File: src/rtl/ltpi_pkg.sv
// rtl/ltpi_pkg.sv - shared LTPI constants, scheduler state type and CRC-8 byte step.
package ltpi_pkg;

    localparam logic [7:0] LTPI_CRC8_POLY   = 8'h07;
    localparam logic [7:0] LTPI_COMMA_K28_5 = 8'hBC;

    typedef enum logic {
        IDLE = 1'b0,
        RUN  = 1'b1
    } ltpi_sched_state_t;

    // One byte of an MSB-first CRC-8 over LTPI_CRC8_POLY.
    function automatic logic [7:0] ltpi_crc8_step(input logic [7:0] crc, input logic [7:0] data);
        logic [7:0] c;
        c = crc ^ data;
        for (int i = 0; i < 8; i++) begin
            c = c[7] ? ((c << 1) ^ LTPI_CRC8_POLY) : (c << 1);
        end
        return c;
    endfunction

endpackage

File: src/rtl/ltpi_crc8_bytes.sv
// rtl/ltpi_crc8_bytes.sv - combinational CRC-8 (init 0, no final xor) over NBYTES bytes, byte 0 first.
module ltpi_crc8_bytes
    import ltpi_pkg::*;
#(
    parameter int NBYTES = 15
) (
    input  logic [NBYTES*8-1:0] i_data,
    output logic [7:0]          o_crc
);

    always_comb begin
        o_crc = '0;
        for (int i = 0; i < NBYTES; i++) begin
            o_crc = ltpi_crc8_step(o_crc, i_data[8*i +: 8]);
        end
    end

endmodule

File: src/rtl/ltpi_frame_tx_sched.sv
// rtl/ltpi_frame_tx_sched.sv - snapshots an LTPI frame, appends CRC-8 and emits LANES-byte beats at a programmable period.
module ltpi_frame_tx_sched
    import ltpi_pkg::*;
#(
    parameter int  FRAME_BYTES = 16,
    parameter int  LANES       = 1,
    parameter int  CNT_W       = 6,
    localparam int BEATS       = FRAME_BYTES / LANES,
    localparam int OFF_W       = (BEATS > 1) ? $clog2(BEATS) : 1
) (
    input  logic                         i_clk,
    input  logic                         i_reset,
    input  logic                         i_enable,
    input  logic [CNT_W-1:0]             i_period_max,
    input  logic [(FRAME_BYTES-1)*8-1:0] i_frame_in,
    output logic                         o_frame_ack,
    output logic                         o_sym_valid,
    output logic [LANES*8-1:0]           o_sym_data,
    output logic [LANES-1:0]             o_sym_k,
    output logic [OFF_W-1:0]             o_sym_offset,
    output logic                         o_frame_start
);

    ltpi_sched_state_t r_state;
    ltpi_sched_state_t w_state_nxt;

    logic [(FRAME_BYTES-1)*8-1:0] r_snap;
    logic [CNT_W-1:0]             r_period;
    logic [CNT_W-1:0]             r_cnt;
    logic [OFF_W-1:0]             r_beat;
    logic                         r_valid;
    logic                         r_ack;
    logic                         r_loaded;

    logic                         w_tick;
    logic                         w_last;
    logic                         w_capture;
    logic                         w_advance;
    logic [7:0]                   w_crc;
    logic [FRAME_BYTES*8-1:0]     w_frame;
    logic [LANES*8-1:0]           w_data;
    logic [LANES-1:0]             w_k;

    assign w_tick = (r_state == RUN) && (r_cnt == r_period - CNT_W'(1));
    assign w_last = (r_beat == OFF_W'(BEATS - 1));

    always_ff @(posedge i_clk or posedge i_reset) begin
        if (i_reset) begin
            r_state <= IDLE;
        end else begin
            r_state <= w_state_nxt;
        end
    end

    always_comb begin
        w_state_nxt = r_state;
        w_capture   = 1'b0;
        w_advance   = 1'b0;
        case (r_state)
            IDLE: begin
                if (i_enable) begin
                    w_state_nxt = RUN;
                    w_capture   = 1'b1;
                end
            end
            RUN: begin
                if (w_tick) begin
                    if (!w_last) begin
                        w_advance = 1'b1;
                    end else if (i_enable) begin
                        w_capture = 1'b1;
                    end else begin
                        w_state_nxt = IDLE;
                    end
                end
            end
            default: w_state_nxt = IDLE;
        endcase
    end

    // The beat counter and snapshot only move on a strobe, so the beat outputs
    // can be decoded from them and still hold steady between strobes.
    always_ff @(posedge i_clk or posedge i_reset) begin
        if (i_reset) begin
            r_snap   <= '0;
            r_period <= '0;
            r_cnt    <= '0;
            r_beat   <= '0;
            r_valid  <= 1'b0;
            r_ack    <= 1'b0;
            r_loaded <= 1'b0;
        end else begin
            r_ack   <= w_capture;
            r_valid <= w_capture | w_advance;
            if (w_capture) begin
                r_snap   <= i_frame_in;
                r_period <= (i_period_max == '0) ? CNT_W'(1) : i_period_max;
                r_beat   <= '0;
                r_cnt    <= '0;
                r_loaded <= 1'b1;
            end else begin
                if (w_advance) begin
                    r_beat <= r_beat + OFF_W'(1);
                end
                if (w_tick) begin
                    r_cnt <= '0;
                end else if (r_state == RUN) begin
                    r_cnt <= r_cnt + CNT_W'(1);
                end
            end
        end
    end

    ltpi_crc8_bytes #(
        .NBYTES (FRAME_BYTES - 1)
    ) u_crc (
        .i_data (r_snap),
        .o_crc  (w_crc)
    );

    assign w_frame = {w_crc, r_snap};

    always_comb begin
        w_data = '0;
        for (int b = 0; b < BEATS; b++) begin
            if (r_beat == OFF_W'(b)) begin
                w_data = w_frame[b*LANES*8 +: LANES*8];
            end
        end
    end

    // r_loaded keeps the K flag low on the idle beat-0 value seen after reset.
    always_comb begin
        w_k    = '0;
        w_k[0] = r_loaded && (r_beat == '0);
    end

    assign o_frame_ack   = r_ack;
    assign o_sym_valid   = r_valid;
    assign o_sym_data    = w_data;
    assign o_sym_k       = w_k;
    assign o_sym_offset  = r_beat;
    assign o_frame_start = r_valid && (r_beat == '0);

endmodule

File: config.mk
export PLATFORM = sky130hd
export DESIGN_NAME = ltpi_frame_tx_sched
export DESIGN_NICKNAME = d
export VERILOG_FILES = /design/src/rtl/ltpi_pkg.sv /design/src/rtl/ltpi_crc8_bytes.sv /design/src/rtl/ltpi_frame_tx_sched.sv
export SDC_FILE = /design/constraint.sdc
export NUM_CORES = 1
export LEC_CHECK = 0
export ABC_AREA = 1
export BUFFER_PORTS_ARGS = -buffer_cell sky130_fd_sc_hd__clkbuf_2
export CELL_PAD_IN_SITES_DETAIL_PLACEMENT = 1
export CELL_PAD_IN_SITES_GLOBAL_PLACEMENT = 1
export CORE_ASPECT_RATIO = 1.5
export CORE_MARGIN = 1
export CORE_UTILIZATION = 45
export CTS_CLUSTER_DIAMETER = 30
export DETAILED_ROUTE_END_ITERATION = 7
export GPL_TIMING_DRIVEN = 0
export MAX_ROUTING_LAYER = met4
export PLACE_DENSITY = 0.9
export SLEW_MARGIN = 20
export SYNTH_ARGS = -nofsm -noshare
export SYNTH_HDL_FRONTEND = slang
export SYNTH_SLANG_ARGS = --single-unit
File: constraint.sdc
create_clock -name i_clk -period 9.9 [get_ports i_clk]
set_input_delay 0 -clock i_clk [delete_from_list [all_inputs] [get_ports i_clk]]
set_output_delay 0 -clock i_clk [all_outputs]
set_load 0.01 [all_outputs]
==> flow_summary.yaml <==
status:
  status: "completed"
worst_setup_path:
  cp_max_fo: 6
  r2r_cells: 14
  r2r_slack_ns: 5.67
  end_kind: "output pin"
  worstSetupPathType: "register to output pin"
  critPathLaunchType: "register"
  crit_top_cell: "nand2_1"
  cp_slowest_cell: "dfrtp_1"
  slowest_delay_ns: 0.49
  worst-endpoint-required_ns: 9.90
  critical_path_arrival_ns: 8.97
yosys:
  synth_nets: 2294
  yosys_warnings: 0
  yosys.area.top_type_share_pct: 27.5
  ys_types: 42
  yosys.area.top_type: "dfrtp_1"
  async_reset_ff_share_pct: 100
  synth_area_leaders: "dfrtp_1, nand2_1, nand3_1"
  synth_common_cells: "nand2_1, nand3_1, inv_1"
  synth_area_um2: 12700
  syn_avg_cell_area_um2: 5.90
  synthMostInstantiatedCell: "nand2_1"
  seq_area_frac_synth_pct: 27.5
  synth_seq_cells: 140
  syn_inst: 2159
  synthFlopType: "dfrtp_1"
  synth_edf_count: 0
routing:
  ant_nets: 0
  routedWlPerCell_um: 20.7
  drt_wl_total_mm: 58.2
  viasPerCell: 5.85
  dr_total_vias: 16500
  dr.pass1.iters: 5
  drcViolationCount: 0
  first_iter_violations: 896
timing:
  fin_tns_setup_ns: 0
  finalHoldViolCount: 0
  worst_pin_slew_ns: 0.981
  setup_viol: 0
  finClkSkew_ns: 0.0128
  setup_ws_ns: 0.935
  post-route-period-util_pct: 90.6
  rsz0062_at_grt: "false"
  relSlewSlack_pct: 34.6
  max_freq_ghz: 0.112
  finalMaxSlewViolations: 0
  fin_crit_ns: 8.97
hold_path:
  hp-class: "input port to async pin"
final_layout:
  final_util_pct: 56.6
  synthToLayoutAreaGrowth_pct: 23.9
  stdcell_area_um2: 15800
  multi_input_area_um2: 8040
  drive_gt1_share_pct: 14.3
  seq_area_um2: 3500
  final_cells: 2814
  fill_cells: 3960
  fin_nets: 2587
cts:
  clockRootBuffer: "clkbuf_16"
  ctsResizeCount: 0
  clkLatencyLatePin_ns: 0.47
  cts_buffers: 17
  cts_htree_levels: 4
  cts_tree: "done"
  clk_path_buf_depth: 2
  clk_pin_slew_worst_paths_ns: 0.08
  cts.sink_count: 140
power_and_ir_drop:
  p_leak_nw: 8.55
  switching_share_pct: 27.2
  ir_worst_vdd_mv: 0.121
  p_int_w: 0.000955
  p_clk_share_pct: 49.9
  p_comb_share_pct: 6.5
  pwr_density_cell_nw_per_um2: 83.1
  pwr-share-seq_pct: 43.6
  p_sw_w: 0.000357
global_route:
  grt_pass1_wl_mm: 92.2
  gr-total-overflow: 0
  antenna_found_initial: 2
  grt_max_degree: 77
  grt_pass1_vias: 18000
  track_usage_pct: 42.2
placed_design:
  port_buffers: 144
  hpwl_mm: 40.3
  gp_congestion: 1.01
  post_dp_cell_area_um2: 13900
  place_ws_ns: 2.15
  dp.cells: 2650
floorplan:
  dieWidth_um: 139
  rows: 75
  die_area_um2: 29000
  ios: 145
  core-area_um2: 27900
  die_y_um: 208
  start_util_pct: 45.7
flow_run:
  cap_violations: 0
flip-flops by register name (all words and copies together) (netlist names):
name and count:
r_cnt 6, r_period 6, o_sym_valid 1, r_loaded 1
r_snap 120, o_sym_offset 4, o_frame_ack 1, r_state 1
area by class of cell:
type,count,share of cell area (%)
Buffer,41,1.03
Inverter,276,6.61
Tap cell,346,2.74
Multi-Input combinational cell,1702,50.9
Sequential cell,140,22.2
Clock buffer,18,2.78
Timing Repair Buffer,274,12.9
Clock inverter,14,0.721
Antenna cell,3,0.0476
logic make-up after synthesis:
kind of cell / Yosys count / share of synthesized area [%]
compound gates: 246 / 10.5
xor+xnor: 28 / 2.69
fa+ha+maj: 6 / 0.589
buf+inv: 317 / 9.41
flops: 140 / 27.5
simple gates: 1422 / 49.3
timing repair:
item	CTS	global route
setup buffers	0	0
endpoints found under the hold margin	193	0
hold buffers	129	0
cells in the final DEF, fill, tap and decap left out, types with 3 or more instances in the layout:
cell           netlist  routed
diode_2              0       3
inv_2               23      23
clkbuf_1            35      35
dfrtp_1            140     140
clkbuf_16            0      17
inv_6                0       4
dlygate4sd3_1        0     129
nand3_2             23      23
o221ai_1             8       8
nand2_1            874     874
a31oi_1              6       6
xor2_1              13      13
xor2_2               4       4
xnor2_1              6       6
nand4_1              3       3
nor3_1               5       5
clkbuf_2             0     144
inv_1              252     251
nand2_2            110     110
ha_1                 6       6
nor2_1              48      48
o32ai_1              3       3
nand2_4              5       5
a21oi_1             18      18
buf_1                3       3
clkinvlp_4           0       4
xnor3_1              3       3
o22ai_1              6       6
o211ai_1            11      11
o21ai_0            184     184
clkinv_4             0       5
nand3_1            345     345
nand3b_1             5       5
routing by layer:
layer / part of all wire, % / track usage [%] / vias to the layer above
met3: 4.8 / 7.02 / 345
met1: 34 / 38.8 / 7953
li1: - / - / 7509
met5: 0 / - / -
met4: 9.4 / 37.1 / 0
met2: 51 / 74.9 / 643
final timing paths:
check,from,end
setup / recovery,r_snap[4]$_DFFE_PP0P_,o_sym_data[4]
hold / removal,i_reset,r_snap[75]$_DFFE_PP0P_
setup reg to reg,r_period[0]$_DFFE_PP0P_,r_snap[64]$_DFFE_PP0P_
hold reg to reg,r_loaded$_DFFE_PP0P_,r_loaded$_DFFE_PP0P_
max in group asynchronous,i_reset,r_snap[112]$_DFFE_PP0P_
min in group i_clk,i_frame_in[44],r_snap[44]$_DFFE_PP0P_
power groups by stage:
stage / clock (W) / combinational (W) / sequential (W)
final: 0.000654 / 0.0000858 / 0.000572
after global routing: 0.000669 / 0.0000917 / 0.000571
after global placement: 0 / 0.0000389 / 0.000583
after CTS: 0.000644 / 0.0000817 / 0.000572
after detailed placement: 0 / 0.0000420 / 0.000583
after floorplan: 0 / 0.00000896 / 0.000583
worst max-delay path: cells and delay by family (launching register included):
family        cells  cell delay, ns
buf+inv           6            0.52
simple gates     62            7.40
flops             1            0.49
through the flow:
stage	power (W)	hold WS, ns
final	0.00131	0.132
after floorplan	0.000592	0.110
after global placement	0.000622	0.199
after detailed placement	0.000625	0.0943
after global routing	0.00133	0.182
after CTS	0.00130	0.165
Note: power is estimated with default switching activity, not from simulation.
